### src/rtl/wb_openram_port.sv
// Wishbone classic slave fronting one 1RW port of an OpenRAM 32-bit SRAM macro.
// Every bus access becomes a single registered macro command; reads wait out the macro latency.
module wb_openram_port #(
    parameter logic [31:0] BASE_ADDR    = 32'h3000_0000,
    parameter int          ADDR_W       = 8,
    parameter int          READ_LATENCY = 1
) (
    input  logic              wb_clk_i,
    input  logic              wb_rst_n_i,
    input  logic              wbs_cyc_i,
    input  logic              wbs_stb_i,
    input  logic              wbs_we_i,
    input  logic [3:0]        wbs_sel_i,
    input  logic [31:0]       wbs_adr_i,
    input  logic [31:0]       wbs_dat_i,
    output logic              wbs_ack_o,
    output logic [31:0]       wbs_dat_o,
    output logic              ram_csb_o,
    output logic              ram_web_o,
    output logic [3:0]        ram_wmask_o,
    output logic [ADDR_W-1:0] ram_addr_o,
    output logic [31:0]       ram_din_o,
    input  logic [31:0]       ram_dout_i
);

    typedef enum logic [1:0] {
        IDLE = 2'd0,
        CMD  = 2'd1,
        WAIT = 2'd2,
        ACK  = 2'd3
    } state_t;

    state_t            state_q, state_d;
    logic [1:0]        cnt_q, cnt_d;
    logic              ack_q, ack_d;
    logic [31:0]       dat_q, dat_d;
    logic              csb_q, csb_d;
    logic              web_q, web_d;
    logic [3:0]        wmask_q, wmask_d;
    logic [ADDR_W-1:0] addr_q, addr_d;
    logic [31:0]       din_q, din_d;
    logic              hit;
    logic              unused_adr_lsbs;

    // Byte lanes within a word are chosen by sel, so the low address bits carry no information.
    assign unused_adr_lsbs = ^wbs_adr_i[1:0];

    assign hit = wbs_cyc_i & wbs_stb_i &
                 (wbs_adr_i[31:ADDR_W+2] == BASE_ADDR[31:ADDR_W+2]);

    always_comb begin
        state_d = state_q;
        cnt_d   = cnt_q;
        ack_d   = 1'b0;
        dat_d   = dat_q;
        csb_d   = 1'b1;
        web_d   = 1'b1;
        wmask_d = wmask_q;
        addr_d  = addr_q;
        din_d   = din_q;
        case (state_q)
            IDLE: begin
                if (hit) begin
                    addr_d  = wbs_adr_i[ADDR_W+1:2];
                    web_d   = ~wbs_we_i;
                    wmask_d = wbs_we_i ? wbs_sel_i : 4'b0000;
                    din_d   = wbs_dat_i;
                    csb_d   = 1'b0;
                    state_d = CMD;
                end
            end
            // The macro samples the command at the end of CMD; a write is committed even if cyc drops here.
            CMD: begin
                if (!wbs_cyc_i) begin
                    state_d = IDLE;
                end else if (!web_q) begin
                    ack_d   = 1'b1;
                    state_d = ACK;
                end else begin
                    cnt_d   = 2'(READ_LATENCY - 1);
                    state_d = WAIT;
                end
            end
            WAIT: begin
                if (!wbs_cyc_i) begin
                    state_d = IDLE;
                end else if (cnt_q == 2'd0) begin
                    dat_d   = ram_dout_i;
                    ack_d   = 1'b1;
                    state_d = ACK;
                end else begin
                    cnt_d = cnt_q - 2'd1;
                end
            end
            // Always back to IDLE so a strobe still held during the ack cycle cannot retrigger.
            ACK: begin
                state_d = IDLE;
            end
            default: begin
                state_d = IDLE;
            end
        endcase
    end

    always_ff @(posedge wb_clk_i) begin
        if (!wb_rst_n_i) begin
            state_q <= IDLE;
            cnt_q   <= 2'd0;
            ack_q   <= 1'b0;
            dat_q   <= 32'd0;
            csb_q   <= 1'b1;
            web_q   <= 1'b1;
            wmask_q <= 4'b0000;
            addr_q  <= '0;
            din_q   <= 32'd0;
        end else begin
            state_q <= state_d;
            cnt_q   <= cnt_d;
            ack_q   <= ack_d;
            dat_q   <= dat_d;
            csb_q   <= csb_d;
            web_q   <= web_d;
            wmask_q <= wmask_d;
            addr_q  <= addr_d;
            din_q   <= din_d;
        end
    end

    assign wbs_ack_o   = ack_q;
    assign wbs_dat_o   = dat_q;
    assign ram_csb_o   = csb_q;
    assign ram_web_o   = web_q;
    assign ram_wmask_o = wmask_q;
    assign ram_addr_o  = addr_q;
    assign ram_din_o   = din_q;

endmodule

### config.mk
export PLATFORM = sky130hd
export DESIGN_NAME = wb_openram_port
export DESIGN_NICKNAME = d
export VERILOG_FILES = /design/src/rtl/wb_openram_port.sv
export SDC_FILE = /design/constraint.sdc
export NUM_CORES = 1
export LEC_CHECK = 0
export ABC_AREA = 1
export ABC_CLOCK_PERIOD_IN_PS = 3100
export CAP_MARGIN = 10
export CORE_MARGIN = 2
export CORE_UTILIZATION = 43
export DETAILED_ROUTE_END_ITERATION = 10
export PLACE_DENSITY_LB_ADDON = 0.12
export REMOVE_ABC_BUFFERS = 1
export SYNTH_ARGS = -nofsm -noshare
export SYNTH_HDL_FRONTEND = slang
export SYNTH_SLANG_ARGS = --single-unit
### constraint.sdc
create_clock -name wb_clk_i -period 3.1 [get_ports wb_clk_i]
set_input_delay 0.465 -clock wb_clk_i [delete_from_list [all_inputs] [get_ports wb_clk_i]]
set_output_delay 0.465 -clock wb_clk_i [all_outputs]
set_load 0.01 [all_outputs]
==> results of run 1 <==
state kept, by name, summed over array words and instances, names as in the netlist:
name         cells
ram_web_o        1
ram_din_o       32
ram_csb_o        1
cnt_q            2
ram_wmask_o      4
ram_addr_o       8
wbs_ack_o        1
state_q          2
wbs_dat_o       32
cell usage after synthesis:
cell type and number:
sky130_fd_sc_hd__a21oi_1 34, sky130_fd_sc_hd__o21ai_1 2, sky130_fd_sc_hd__a22oi_2 1, sky130_fd_sc_hd__nand2_1 98, sky130_fd_sc_hd__a2111oi_0 1, sky130_fd_sc_hd__buf_6 4, sky130_fd_sc_hd__nand3_1 80, sky130_fd_sc_hd__nand4_1 5
sky130_fd_sc_hd__clkinv_1 1, sky130_fd_sc_hd__nand3_2 1, sky130_fd_sc_hd__nor3_1 2, sky130_fd_sc_hd__nor2_8 1, sky130_fd_sc_hd__buf_2 7, sky130_fd_sc_hd__nand3b_1 1, sky130_fd_sc_hd__a211o_1 1, sky130_fd_sc_hd__buf_1 7
sky130_fd_sc_hd__nor2_2 2, sky130_fd_sc_hd__nor2_1 107, sky130_fd_sc_hd__ha_1 5, sky130_fd_sc_hd__clkbuf_1 14, sky130_fd_sc_hd__dfxtp_1 83, sky130_fd_sc_hd__inv_1 52
worst max path at each step:
stage          cells past startpoint  startpoint        endpoint
2_1_floorplan                      7  state_q[0]    wbs_dat_o[0]
3_3_place_gp                      11   wbs_cyc_i  ram_wmask_o[2]
3_5_place_dp                       9   wbs_cyc_i  ram_wmask_o[0]
4_1_cts                            9   wbs_cyc_i  ram_wmask_o[0]
5_1_grt                           11   wbs_cyc_i  ram_wmask_o[1]
6_report                           9   wbs_cyc_i   ram_addr_o[4]
worst max-delay path: cells and delay by family:
family	cells	cell delay (ps)
AND/OR/NAND/NOR	7	1130
buffers and inverters	2	610
power groups by stage:
stage / Sequential, mW / Combinational (mW) / Clock, mW
after CTS: 1.15 / 0.717 / 0.714
after global routing: 1.16 / 0.785 / 0.761
final: 1.15 / 0.705 / 0.691
after detailed placement: 1.18 / 0.714 / 0
after floorplan: 1.20 / 0.346 / 0
after global placement: 1.18 / 0.703 / 0
logic make-up after synthesis:
| kind of cell | after synthesis | share of synthesized area, % |
|---|---|---|
| adders and majority gates | 5 | 1.761 |
| and+or+nand+nor | 297 | 35.49 |
| AOI/OAI and AO/OA | 39 | 5.915 |
| DFF | 83 | 46.76 |
| buffers and inverters | 85 | 10.07 |
cell type report:
class                           count  area (um2)
Multi-Input combinational cell    341        1534
Timing Repair Buffer              187        1852
Clock buffer                        9       123.9
Fill cell                         673        2541
Sequential cell                    83        1662
Tap cell                          105       131.4
Clock inverter                      7       50.05
Inverter                           53       198.9
metrics by stage:
step                setup slack (ps)  instance area, um2  util [%]  hold slack [ps]
finish                          1141                5552     68.60            461.4
global placement               760.9                5378     66.45            447.8
global route                   965.7                5552     68.60            478.6
CTS                             1124                5552     68.60            465.2
floorplan                      882.9                3395         -            455.0
detailed placement             742.7                5378     66.45            452.8
metal layers:
layer / wire length [um] / up-vias / global-route usage, %
met1: 3857 / 1643 / 21.75
met5: 0 / - / 0
li1: - / 1928 / -
met3: 1071 / 6 / 10.45
met2: 4412 / 119 / 36.82
met4: 87 / 0 / 5.676
==> metrics.json, run 1 <==
{
  "hold-path-endpoint": "wbs_dat_o[30]",
  "fin_total_pwr_mw": 2.549,
  "max-slew-margin-rel_pct": 36.34,
  "fp.dieArea_um2": 9007,
  "max_clock_freq_mhz": 510.4,
  "critical_path_cell_by_cell": "clkdlybuf4s50_1 -> nand2_1 -> inv_1 -> nand2_1 -> nor2_2 -> nand3_2 -> nor2_8 -> nor2_1 -> nor2_1",
  "ys_seq_area_share_pct": 46.76,
  "timing_max_transition_violations_final": 0,
  "post-cts-setup-buffer-count": 0,
  "clock-skew-final_ps": 12.40,
  "critPathSlowestCell": "sky130_fd_sc_hd__clkdlybuf4s50_1",
  "intPower_mw": 1.717,
  "area_growth_pct": 56.23,
  "finalWorstPathRequiredPeriod_ps": 1959,
  "final.period_utilization_pct": 63.20,
  "ioPinCount": 184,
  "synthesis.area_um2": 3553,
  "synth.largest_area_cell": "sky130_fd_sc_hd__dfxtp_1",
  "detail_route.wl_per_cell_um": 12.01,
  "holdBufCountCts": 0,
  "die_w_um": 94.91,
  "required_time_reported_for_the_critical_path_endpoint_ps": 3380,
  "min-delay-path-class": "reg2reg",
  "clock_sink_count": 83,
  "syn_inst": 509,
  "post-place-cells": 769,
  "worst_setup_hold_path_clk_slew_ps": 80,
  "routabilityCongestion": 0.7843,
  "cts_tree": "done",
  "worst_r2r_path_depth": 9,
  "grt_start_max_net_pins": 47,
  "post-route-drc-count": 0,
  "final_layout_size_suffix_gt1_share_pct": 4.118,
  "post_dp_hpwl_um": 6734,
  "post_synth.cell_area_avg_um2": 6.981,
  "clock_latency_ps": 350,
  "floorplan.initialDensity_pct": 43.91,
  "numPortBuffers": 181,
  "netSwitchingPower_mw": 0.8313,
  "hold_path_startpoint": "wbs_dat_o[30]",
  "reg2reg_setup_slack_ps": 1320,
  "final-hold-violation-count": 0,
  "finalSetupTns_ps": 0,
  "number_of_buffers_created_by_cts": 9,
  "hold_path_cells": 2,
  "post_synth_num_cell_types": 22,
  "track_usage_pct": 20.81,
  "comb_power_share_pct": 27.7,
  "num_antenna_cells": 0,
  "status": "complete, no violations",
  "grt_first_pass_wirelength_um": 14930,
  "timing_worst_setup_path_type": "in2reg",
  "design.core.area_um2": 8093,
  "ctsResizeCount": 0,
  "yosys_register_bits": 83,
  "final-instance-count-excl-fill": 785,
  "area_fraction_of_the_dominant_cell_type_after_synthesis_pct": 46.76,
  "reg2reg_from": "cnt_q[0]",
  "first_global_vias": 3419,
  "rsz_0062_raised_after_global_routing": "no",
  "worst-endpoint-arrival_ps": 2240,
  "startpoint_type": "input pin",
  "crit_path_max_incr_delay_ps": 560,
  "ant_nets": 0,
  "p_sw_share_pct": 32.62,
  "worst_ir_drop_vdd_mv": 0.2705,
  "setup_violations": 0,
  "final_common_cell": "sky130_fd_sc_hd__clkdlybuf4s50_1",
  "drt-initial-drc-count": 112,
  "grt_antenna_before_repair": 0,
  "mostFrequentLayoutCells": "180 x sky130_fd_sc_hd__clkdlybuf4s50_1, 107 x sky130_fd_sc_hd__nor2_1, 98 x sky130_fd_sc_hd__nand2_1",
  "critical_path.reg2reg.endpoint": "cnt_q[0]",
  "vias_per_cell": 4.708,
  "max_slew.worst_pin.slew_ps": 953.9,
  "seq_power_share_pct": 45.2,
  "cellPowerDensity_nw_per_um2": 459.1,
  "clockRootBuffer": "sky130_fd_sc_hd__clkbuf_8",
  "critical_path_peak_fanout": 46,
  "leakage_dissipation_nw": 2.227,
  "finalWirelength_um": 9429,
  "global_route.overflow_total": 0,
  "power.clock.fraction_pct": 27.1,
  "critPathCaptureType": "flip-flop",
  "drt_pre_antenna_iters": 4,
  "post_synth_main_area_contributors": "sky130_fd_sc_hd__dfxtp_1 47%, sky130_fd_sc_hd__nor2_1 11%, sky130_fd_sc_hd__nand3_1 11%",
  "placementRows": 33,
  "cts_max_level": 3,
  "yosysWarningCount": 0,
  "clock_path_buffers": 2,
  "nets": 785,
  "max_cap_violation_count": 0,
  "detailroute.via_count": 3696,
  "chipHeight_um": 94.91
}
Power figures use the tool's default switching activity.
==> run 2: changes to the inputs <==
--- a/config.mk
+++ b/config.mk
@@ -6,10 +6,10 @@
 export NUM_CORES = 1
 export LEC_CHECK = 0
 export ABC_AREA = 1
-export ABC_CLOCK_PERIOD_IN_PS = 3100
+export ABC_CLOCK_PERIOD_IN_PS = 1800
 export CAP_MARGIN = 10
 export CORE_MARGIN = 2
-export CORE_UTILIZATION = 43
+export CORE_UTILIZATION = 36
 export DETAILED_ROUTE_END_ITERATION = 10
 export PLACE_DENSITY_LB_ADDON = 0.12
 export REMOVE_ABC_BUFFERS = 1
==> constraint.sdc (replaced) <==
create_clock -name wb_clk_i -period 1.8 [get_ports wb_clk_i]
set_input_delay 0.27 -clock wb_clk_i [delete_from_list [all_inputs] [get_ports wb_clk_i]]
set_output_delay 0.27 -clock wb_clk_i [all_outputs]
set_load 0.01 [all_outputs]
==> run 2 against run 1 <==
Via count rose by 0.51%. Core utilization decreased by 9.1 points. Combinational power increased by 87%. Die area increased by 19%. Routed wire length up 5.5%.
==> metrics.json, run 2 (synthesized netlist as in run 1, its figures left out) <==
{
  "status": "complete, no violations",
  "routabilityCongestion": {"value": 0.7446, "change": "-5.1%"},
  "max-slew-margin-rel": {"value": 79.29, "unit": "%", "change": "+43 points"},
  "setup_violations": {"value": 0, "change": "unchanged"},
  "first_global_vias": {"value": 3366, "change": "-1.6%"},
  "final-instance-count-excl-fill": {"value": 820, "change": "+4.5%"},
  "design.core.area": {"value": 9684, "unit": "um2", "change": "+20%"},
  "finalWorstPathRequiredPeriod_ps": 1610,
  "hold_slack": {"value": 269.9, "unit": "ps", "change": "-191.4 ps"},
  "fp.dieArea": {"value": 10680, "unit": "um2", "change": "+19%"},
  "final-hold-violation-count": {"value": 0, "change": "unchanged"},
  "num_antenna_cells": {"value": 0, "change": "unchanged"},
  "post-route-drc-count": {"value": 0, "change": "unchanged"},
  "ioPinCount": {"value": 184, "change": "unchanged"},
  "track_usage": {"value": 18.02, "unit": "%", "change": "-2.8 points"},
  "grt_first_pass_wirelength": {"value": 15440, "unit": "um", "change": "+3.4%"},
  "detail_route.wl_per_cell": {"value": 12.13, "unit": "um", "change": "+0.98%"},
  "area_growth_pct": 62.25,
  "required_time_reported_for_the_critical_path_endpoint": {"value": 2040, "unit": "ps", "change": "-1340 ps"},
  "startpoint_type": "flip-flop",
  "clock_latency": {"value": 340, "unit": "ps", "change": "about the same"},
  "post_dp_hpwl": {"value": 7131, "unit": "um", "change": "+5.9%"},
  "detailroute.via_count": {"value": 3715, "change": "+0.51%"},
  "post-cts-setup-buffer-count": {"value": 0, "change": "unchanged"},
  "critical_path_peak_fanout": {"value": 5, "change": "-89%"},
  "placementRows": {"value": 36, "change": "+9.1%"},
  "leakage_dissipation": {"value": 2.303, "unit": "nW", "change": "+3.4%"},
  "nets": {"value": 792, "change": "+0.89%"},
  "rsz_0062_raised_after_global_routing": "no",
  "chipHeight": {"value": 103.4, "unit": "um", "change": "+8.9%"},
  "max_cap_violation_count": {"value": 0, "change": "unchanged"},
  "floorplan.initialDensity": {"value": 36.69, "unit": "%", "change": "-7.2 points"},
  "cellPowerDensity": {"value": 835.2, "unit": "nW/um2", "change": "+82%"},
  "drt_pre_antenna_iters": {"value": 4, "change": "unchanged"},
  "numPortBuffers": {"value": 181, "change": "unchanged"},
  "cts_tree": "done",
  "timing_max_transition_violations_final": {"value": 0, "change": "unchanged"},
  "fin_area": {"value": 5766, "unit": "um2", "change": "+3.9%"},
  "max_slew.worst_pin.slew": {"value": 302.9, "unit": "ps", "change": "-651.0 ps"},
  "final_layout_size_suffix_gt1_share": {"value": 5.240, "unit": "%", "change": "+1.1 points"},
  "final_common_cell": "sky130_fd_sc_hd__clkdlybuf4s50_1",
  "n_fill_cell": {"value": 903, "change": "+34%"},
  "vias_per_cell": {"value": 4.530, "change": "-3.8%"},
  "timing_worst_setup_path_type": "reg2reg",
  "worst_ir_drop_vdd": {"value": 0.5782, "unit": "mV", "change": "+110%"},
  "dpl_cell_area": {"value": 5533, "unit": "um2", "change": "+2.9%"},
  "clockRootBuffer": "sky130_fd_sc_hd__clkbuf_8",
  "post-place-cells": {"value": 804, "change": "+4.6%"},
  "clock_path_buffers": {"value": 2, "change": "unchanged"},
  "critPathCaptureType": "flip-flop",
  "worst_setup_hold_path_clk_slew": {"value": 90, "unit": "ps", "change": "about the same"},
  "clock_sink_count": {"value": 83, "change": "unchanged"},
  "grt_antenna_before_repair": {"value": 0, "change": "unchanged"},
  "max_clock_freq_mhz": 621.1,
  "clock-skew-final": {"value": 8.756, "unit": "ps", "change": "-3.642 ps"},
  "grt_start_max_net_pins": {"value": 38, "change": "-19%"},
  "ant_nets": {"value": 0, "change": "unchanged"},
  "cts_max_level": {"value": 3, "change": "unchanged"},
  "number_of_buffers_created_by_cts": {"value": 9, "change": "unchanged"},
  "finalWirelength": {"value": 9946, "unit": "um", "change": "+5.5%"},
  "drt-initial-drc-count": {"value": 86, "change": "-23%"},
  "final.period_utilization_pct": 89.44,
  "die_w": {"value": 103.4, "unit": "um", "change": "+8.9%"},
  "global_route.overflow_total": {"value": 0, "change": "unchanged"},
  "min-delay-path-class": "in2reg",
  "worst-endpoint-arrival": {"value": 1850, "unit": "ps", "change": "-390 ps"},
  "mostFrequentLayoutCells": "180 x sky130_fd_sc_hd__clkdlybuf4s50_1, 106 x sky130_fd_sc_hd__nor2_1, 97 x sky130_fd_sc_hd__nand2_1"
}
[run 2: layout make-up]
type | instances | area, um2 | share of cell area (%)
flip-flops and latches | 83 | 1662 | 28.82
well taps | 133 | 166.4 | 2.886
multi-input cells | 341 | 1544 | 26.78
inverters | 53 | 198.9 | 3.451
repair buffers | 194 | 1967 | 34.11
clock inverters | 4 | 72.57 | 1.259
clock buffers | 12 | 155.1 | 2.691
[run 2: stage by stage]
stage                     utilization [%]  setup WS [ps]  total power, mW  TNS, ps
after detailed placement            57.13         -32.95            3.346   -470.8
after floorplan                         -         -417.1            2.655   -28900
after global placement              57.13         -11.90            3.315   -81.00
final                               59.53          190.0            4.816        0
after CTS                           59.48          118.9            4.871        0
after global routing                59.53          42.82            5.080        0
[run 2: critical path, stage by stage (launching register included)]
cell and delay, ps:
sky130_fd_sc_hd__dfxtp_1 330, sky130_fd_sc_hd__inv_1 110, sky130_fd_sc_hd__ha_1 230, sky130_fd_sc_hd__inv_1 120, sky130_fd_sc_hd__nor2_2 150, sky130_fd_sc_hd__nand2_2 110
sky130_fd_sc_hd__a22oi_2 240, sky130_fd_sc_hd__o21ai_1 110, sky130_fd_sc_hd__nand2_1 70, sky130_fd_sc_hd__nor2_1 40
[run 2: routing by layer]
| metal | up-vias | global-route usage, % | wire [um] |
|---|---|---|---|
| li1 | 1936 | - | - |
| met1 | 1648 | 20.39 | 4248 |
| met2 | 124 | 31.76 | 4616 |
| met3 | 7 | 6.855 | 1018 |
| met4 | 0 | 4.858 | 63 |
| met5 | - | 0 | 0 |
[run 2: power by group]
group	switching, mW	internal, mW	leakage, nW
logic	0.736	0.582	1.52
registers	0.0526	1.93	0.670
clock network	0.655	0.857	0.113
total	1.44	3.37	2.30
[run 2: timing repair]
item | in CTS | in global routing
gates resized for setup | 0 | 2
endpoints found under the setup margin | 0 | 2
hold endpoints to repair | 0 | 0
hold buffers | 0 | 0
[run 2: worst paths after layout]
check                           slack [ps]  cells after the start           from       endpoint
worst min register to register         460                      2  wbs_dat_o[26]  wbs_dat_o[26]
worst min-delay path                   270                      3     wb_rst_n_i  ram_addr_o[0]
worst max-delay path                   190                      9     state_q[0]       cnt_q[1]
worst max register to register         190                      9     state_q[0]       cnt_q[1]
